--- config.mk ---
export PLATFORM = sky130hd
export DESIGN_NAME = serial_sixteen_bit_subtractor
export DESIGN_NICKNAME = d
export VERILOG_FILES = /design/src/rtl/serial_sixteen_bit_subtractor.sv
export SDC_FILE = /design/constraint.sdc
export NUM_CORES = 1
export LEC_CHECK = 0
export BUFFER_PORTS_ARGS = -buffer_cell sky130_fd_sc_hd__buf_4
export CELL_PAD_IN_SITES_DETAIL_PLACEMENT = 0
export CELL_PAD_IN_SITES_GLOBAL_PLACEMENT = 1
export CORE_ASPECT_RATIO = 0.9
export CORE_UTILIZATION = 44
export CTS_CLUSTER_DIAMETER = 60
export DETAILED_ROUTE_END_ITERATION = 8
export PLACE_DENSITY = 0.83
export SYNTH_ARGS = -nofsm -noshare
export SYNTH_HDL_FRONTEND = slang
export SYNTH_SLANG_ARGS = --single-unit
--- constraint.sdc ---
create_clock -name clk -period 2.59 [get_ports clk]
set_clock_uncertainty 0.2 [all_clocks]
set_input_delay 0.6475 -clock clk [delete_from_list [all_inputs] [get_ports clk]]
set_output_delay 0.6475 -clock clk [all_outputs]
set_load 0.005 [all_outputs]
--- src/rtl/serial_sixteen_bit_subtractor.sv ---
// Bit-serial unsigned subtractor: latches a/b on start, resolves one difference
// bit per clock LSB first, then presents diff/borrow with a one-cycle done pulse.
module serial_sixteen_bit_subtractor #(
    parameter int WIDTH = 16
) (
    input  logic             clk,
    input  logic             rst_n,
    input  logic             start,
    input  logic [WIDTH-1:0] a,
    input  logic [WIDTH-1:0] b,
    output logic             busy,
    output logic             done,
    output logic [WIDTH-1:0] diff,
    output logic             borrow
);

    localparam int CW = $clog2(WIDTH);
    localparam logic [CW-1:0] LAST = CW'(WIDTH - 1);

    typedef enum logic [1:0] {
        IDLE,
        SHIFT,
        DONE
    } state_t;

    state_t           state_q;
    logic [WIDTH-1:0] ra_q;
    logic [WIDTH-1:0] rb_q;
    logic [WIDTH-1:0] sr_q;
    logic [WIDTH-1:0] sr_d;
    logic [WIDTH-1:0] diff_q;
    logic [CW-1:0]    cnt_q;
    logic             br_q;
    logic             br_d;
    logic             bit_d;
    logic             busy_q;
    logic             done_q;
    logic             borrow_q;

    // Full-subtractor on the current LSBs; the new bit enters the shift register at the top.
    always_comb begin
        bit_d = ra_q[0] ^ rb_q[0] ^ br_q;
        br_d  = (~ra_q[0] & rb_q[0]) | (~(ra_q[0] ^ rb_q[0]) & br_q);
        sr_d  = {bit_d, sr_q[WIDTH-1:1]};
    end

    always_ff @(posedge clk) begin
        if (!rst_n) begin
            state_q  <= IDLE;
            ra_q     <= '0;
            rb_q     <= '0;
            sr_q     <= '0;
            cnt_q    <= '0;
            br_q     <= 1'b0;
            busy_q   <= 1'b0;
            done_q   <= 1'b0;
            diff_q   <= '0;
            borrow_q <= 1'b0;
        end else begin
            case (state_q)
                IDLE: begin
                    if (start) begin
                        ra_q    <= a;
                        rb_q    <= b;
                        cnt_q   <= '0;
                        br_q    <= 1'b0;
                        busy_q  <= 1'b1;
                        state_q <= SHIFT;
                    end
                end
                SHIFT: begin
                    sr_q <= sr_d;
                    br_q <= br_d;
                    ra_q <= ra_q >> 1;
                    rb_q <= rb_q >> 1;
                    if (cnt_q == LAST) begin
                        diff_q   <= sr_d;
                        borrow_q <= br_d;
                        done_q   <= 1'b1;
                        state_q  <= DONE;
                    end else begin
                        cnt_q <= cnt_q + CW'(1);
                    end
                end
                DONE: begin
                    done_q  <= 1'b0;
                    busy_q  <= 1'b0;
                    state_q <= IDLE;
                end
                default: state_q <= IDLE;
            endcase
        end
    end

    assign busy   = busy_q;
    assign done   = done_q;
    assign diff   = diff_q;
    assign borrow = borrow_q;

endmodule
* After elaboration in Yosys (flattened, before gate mapping)
Index checks and enable logic that the tools add are counted.
** Cells by class
- Add/subtract/negate cells :: 1
- Eq/ne operators :: 6
- Muxes and demuxes :: 16
- Bitwise operators :: 7
- Reduce and logical (&&, ||, !) cells :: 10
** Operators by type and width (count)
- one-hot mux 16 bit (2 select lines) :: 2
- 2-to-1 mux 16 bit :: 2
- AND reduction 2 bit :: 5
- 2-to-1 mux 4 bit :: 2
- one-hot mux 4 bit (2 select lines) :: 1
- != test 2 bit, second input constant :: 3
- one-hot mux 1 bit (2 select lines) :: 3
- nonzero test 2 bit :: 3
- adder 4 x 1 -> 4 bit, second input constant :: 1
- == test 4 bit, second input constant :: 1
- 2-to-1 mux 2 bit :: 2
- one-hot mux 2 bit (2 select lines) :: 1
- 2-to-1 mux 1 bit :: 3
- AND reduction 3 bit :: 1
- AND 1 bit :: 2
- == test 2 x 1 -> 1 bit, second input constant :: 1
- == test 2 bit, second input constant :: 1
- logical NOT 2 bit :: 1
- inverter 1 bit :: 2
- bitwise XOR 1 bit :: 2
- OR 1 bit :: 1
** Storage, ports and cells
- Register bits after elaboration :: 74
- Input bits :: 35
- Output and inout port bits :: 19
- Word-level logic and storage cells :: 50

* Logic depth before layout (Yosys ltp)
- Word-level depth :: 5
- Gate-level depth with buffers :: 7
- Mapped depth without buffers :: 4

* Least setup slack after synthesis
Ideal clock, no wire load.
- Path kind :: reg2reg
- Start point :: reg cnt_q[0]
- End point :: reg diff_q[10], in the netlist diff[10]
- Setup time :: 0.117 ns
- Data arrival time :: 1.304 ns
- Data required time :: 2.273 ns
- Path slack :: 0.969 ns
- Cell stages (with the launch flop) :: 6
- Path buffers :: 1
- Path through :: dfxtp_1 -> ha_1 -> and3_1 -> a21oi_4 -> buf_4 -> a22o_1
** On the way
- Cells in the longest elaborated chain, start to end :: 2
** Ends and longest elaborated chain
- start: declaration :: line 32 : logic [CW-1:0] cnt_q;
- start signal: assignment :: line 82 : cnt_q <= cnt_q + CW'(1);
- == test 4 bit :: line 76 : if (cnt_q == LAST) begin
- AND reduction 2 bit (no source line)
- end signal: assignment :: line 77 : diff_q <= sr_d;
- end: declaration :: line 31 : logic [WIDTH-1:0] diff_q;
Every way passes these cells.
A chain may end at the register's enable or synchronous reset.

* Worst setup path after layout
- Start point :: reg cnt_q[0]
- End point :: reg diff_q[2], in the netlist diff[2]
Same word-level chain as after synthesis.

==> reports/results.txt <==
CTS Root Cell: clkbuf_8
Hold Path Sink: sr_q[1]$_SDFFE_PN0P_
Syn avg cell area: 8.78 um^2
Top cell type's share of synthesized area: 50.0%
Total power: 2.38 mW
#FFs+latches synth: 73
Total Routing Usage GR: 18.1%
Area grow syn2layout: 21.2%
Status: finished clean
CTS Hold Bufs: 0
Layout fillers: 585
Post-route ant nets: 0
CP Capture Type: flop
F_max: 515 MHz
Ys flop type: dfxtp_1
Max FO, Critical Path: 17
Worst hold path type: reg -> reg
Warnings, synthesis: 0
GRT Residual Overflow: 0
Fin util: 56.7%
Vias after detailed routing: 2,438
ANT cells: 0
Die W: 87.9 um
Die area: 0.00697 mm^2
FF-to-FF setup slack: 650 ps
Cell accounting for the most synthesized area: dfxtp_1
WHS: 262 ps
Vias in the first global route: 2,128
Vias per cell: 5.21
Placement Rows: 27
CTS tree: yes
CTS Sinks: 73
Commonest non-fill, non-tap cell in the layout: nand2_1
Final setup viols: 0
Core area: 0.00625 mm^2
RePlAce Congestion: 0.742
Fin. max-slew vios: 0
Worst Reg-to-Reg Cells: 4
1st-iter DRT viols: 106
DIE HEIGHT: 79.3 um
PostCTS Resize Cnt: 0
Post-synthesis cell area: 0.00292 mm^2
Setup TNS: 0 ps
Post-Synthesis Net Count: 370
Peak supply drop: 351 uV
Final hold vios: 0
Synth cell types: 35
Initial Utilization: 46.8%
R2r startpoint: cnt_q[0]$_SDFFE_PN0P_
Worst Path Required: 2670 ps
Initial antenna violation count: 0
First-pass GRT wire length: 9810 um
CP arrival: 2020 ps
Cts bufs inserted: 9
Largest net degree at the start of global routing: 41
Tmin final: 1940 ps
Hold depth: 2
Skew-Pair Late Insertion Delay: 330 ps
PortBufs: 53
Routed length per placed instance: 12.6 um
Drt total wl: 5890 um
HP Start: sr_q[1]$_SDFFE_PN0P_
Seq/Total Area, Yosys: 50.0%
Top Ports: 54
CTS max path bufs: 2
Top post-synthesis cells by area: dfxtp_1 (50%), nand2_1 (12%), a311oi_1 (9.3%)
FFs w/ async S/R, synth: 0%
Final #Nets: 413
Worst-Margin Slew: 640 ps
H-tree depth: 3
Fin crit share: 75.0%
Critical Path Start Type: flop
R2R Path End: diff[2]$_SDFFE_PN0P_
Post-CTS Repair Setup Buffers: 0
Number of enable flip-flop cells after synthesis: 0
PD cells: 673 mW/mm^2
Worst slew margin: 57.2%
RSZ-0062 raised after global routing: false
Static Leak: 1.43 nW
CP Class: reg -> reg
Post-Syn Instances: 333
HPWL after DPL: 3940 um
Layout cells sized above 1: 21.3%
Drt pass-1 iters: 4
Reg clk slew, reported paths: 80 ps
Most frequent cells in the layout: nand2_1 (93), dfxtp_1 (73), buf_4 (57)
DRC viols: 0
Maxcap violations: 0
[sequential cells by signal, summed over array words and instances (netlist names), 2 cells and up]
name / flops
cnt_q: 4
state_q: 2
rb_q: 16
diff: 16
sr_q: 15
ra_q: 16
[metal layers]
metal,wire [um],GRT usage (%)
met5,0,0
met4,47,4.43
met3,291,6.34
met2,2580,27.3
met1,2970,24.6
[worst max-delay path by stage]
| stage | startpoint | depth (start not counted) | to |
|---|---|---|---|
| 2_1_floorplan | cnt_q[0]$_SDFFE_PN0P_ | 5 | diff[10]$_SDFFE_PN0P_ |
| 3_3_place_gp | start | 5 | rb_q[3]$_SDFFE_PN0P_ |
| 3_5_place_dp | rst_n | 5 | ra_q[11]$_SDFFE_PN0P_ |
| 4_1_cts | cnt_q[0]$_SDFFE_PN0P_ | 4 | diff[2]$_SDFFE_PN0P_ |
| 5_1_grt | cnt_q[0]$_SDFFE_PN0P_ | 4 | diff[1]$_SDFFE_PN0P_ |
| 6_report | cnt_q[0]$_SDFFE_PN0P_ | 4 | diff[2]$_SDFFE_PN0P_ |
[metrics by stage]
stage	worst slack, ps	cells	area (um^2)
2_1_floorplan	969	333	2920
3_3_place_gp	648	452	3320
6_report	647	468	3540
4_1_cts	623	468	3540
3_5_place_dp	642	452	3320
5_1_grt	454	468	3540
[Yosys cell counts, types with 2 or more instances]
master and n:
a211oi_1 2, a21oi_1 22, a22o_1 16, a311oi_1 31
and2_1 2, and3_1 2, and3b_1 2, buf_2 7
buf_4 10, buf_6 4, clkbuf_1 6, dfxtp_1 73
inv_1 5, nand2_1 93, nand3_1 5, nor2_1 30
nor2b_1 2, o21a_1 2, o21ai_0 3
[final cells by class]
class | instances | area [um^2] | area share, %
flip-flops and latches | 73 | 1460 | 41.3
well taps | 87 | 109 | 3.07
clock inverters | 7 | 95.1 | 2.68
repair buffers | 59 | 468 | 13.2
inverters | 6 | 22.5 | 0.636
multi-input cells | 227 | 1260 | 35.6
clock buffers | 9 | 124 | 3.50
[report_power, final]
part / switching [mW] / internal (mW)
logic: 0.122 / 0.0978
registers: 0.0291 / 1.17
clock network: 0.421 / 0.542
total: 0.572 / 1.81
[logic make-up after synthesis]
kind of cell             Yosys count  share of synthesized area (%)
AND/OR/NAND/NOR                  142                           20.4
buffers and inverters             33                           6.85
adder cells (fa/ha/maj)            2                           1.11
flip-flops                        73                           50.0
AO/OA/AOI/OAI                     83                           21.6
[worst max-delay path: stages, from the launching register on]
cell and delay (ps):
dfxtp_1 410, ha_1 260, nand3_1 230, nor3_4 560
a22o_1 230
Power figures use the tool's default switching activity.
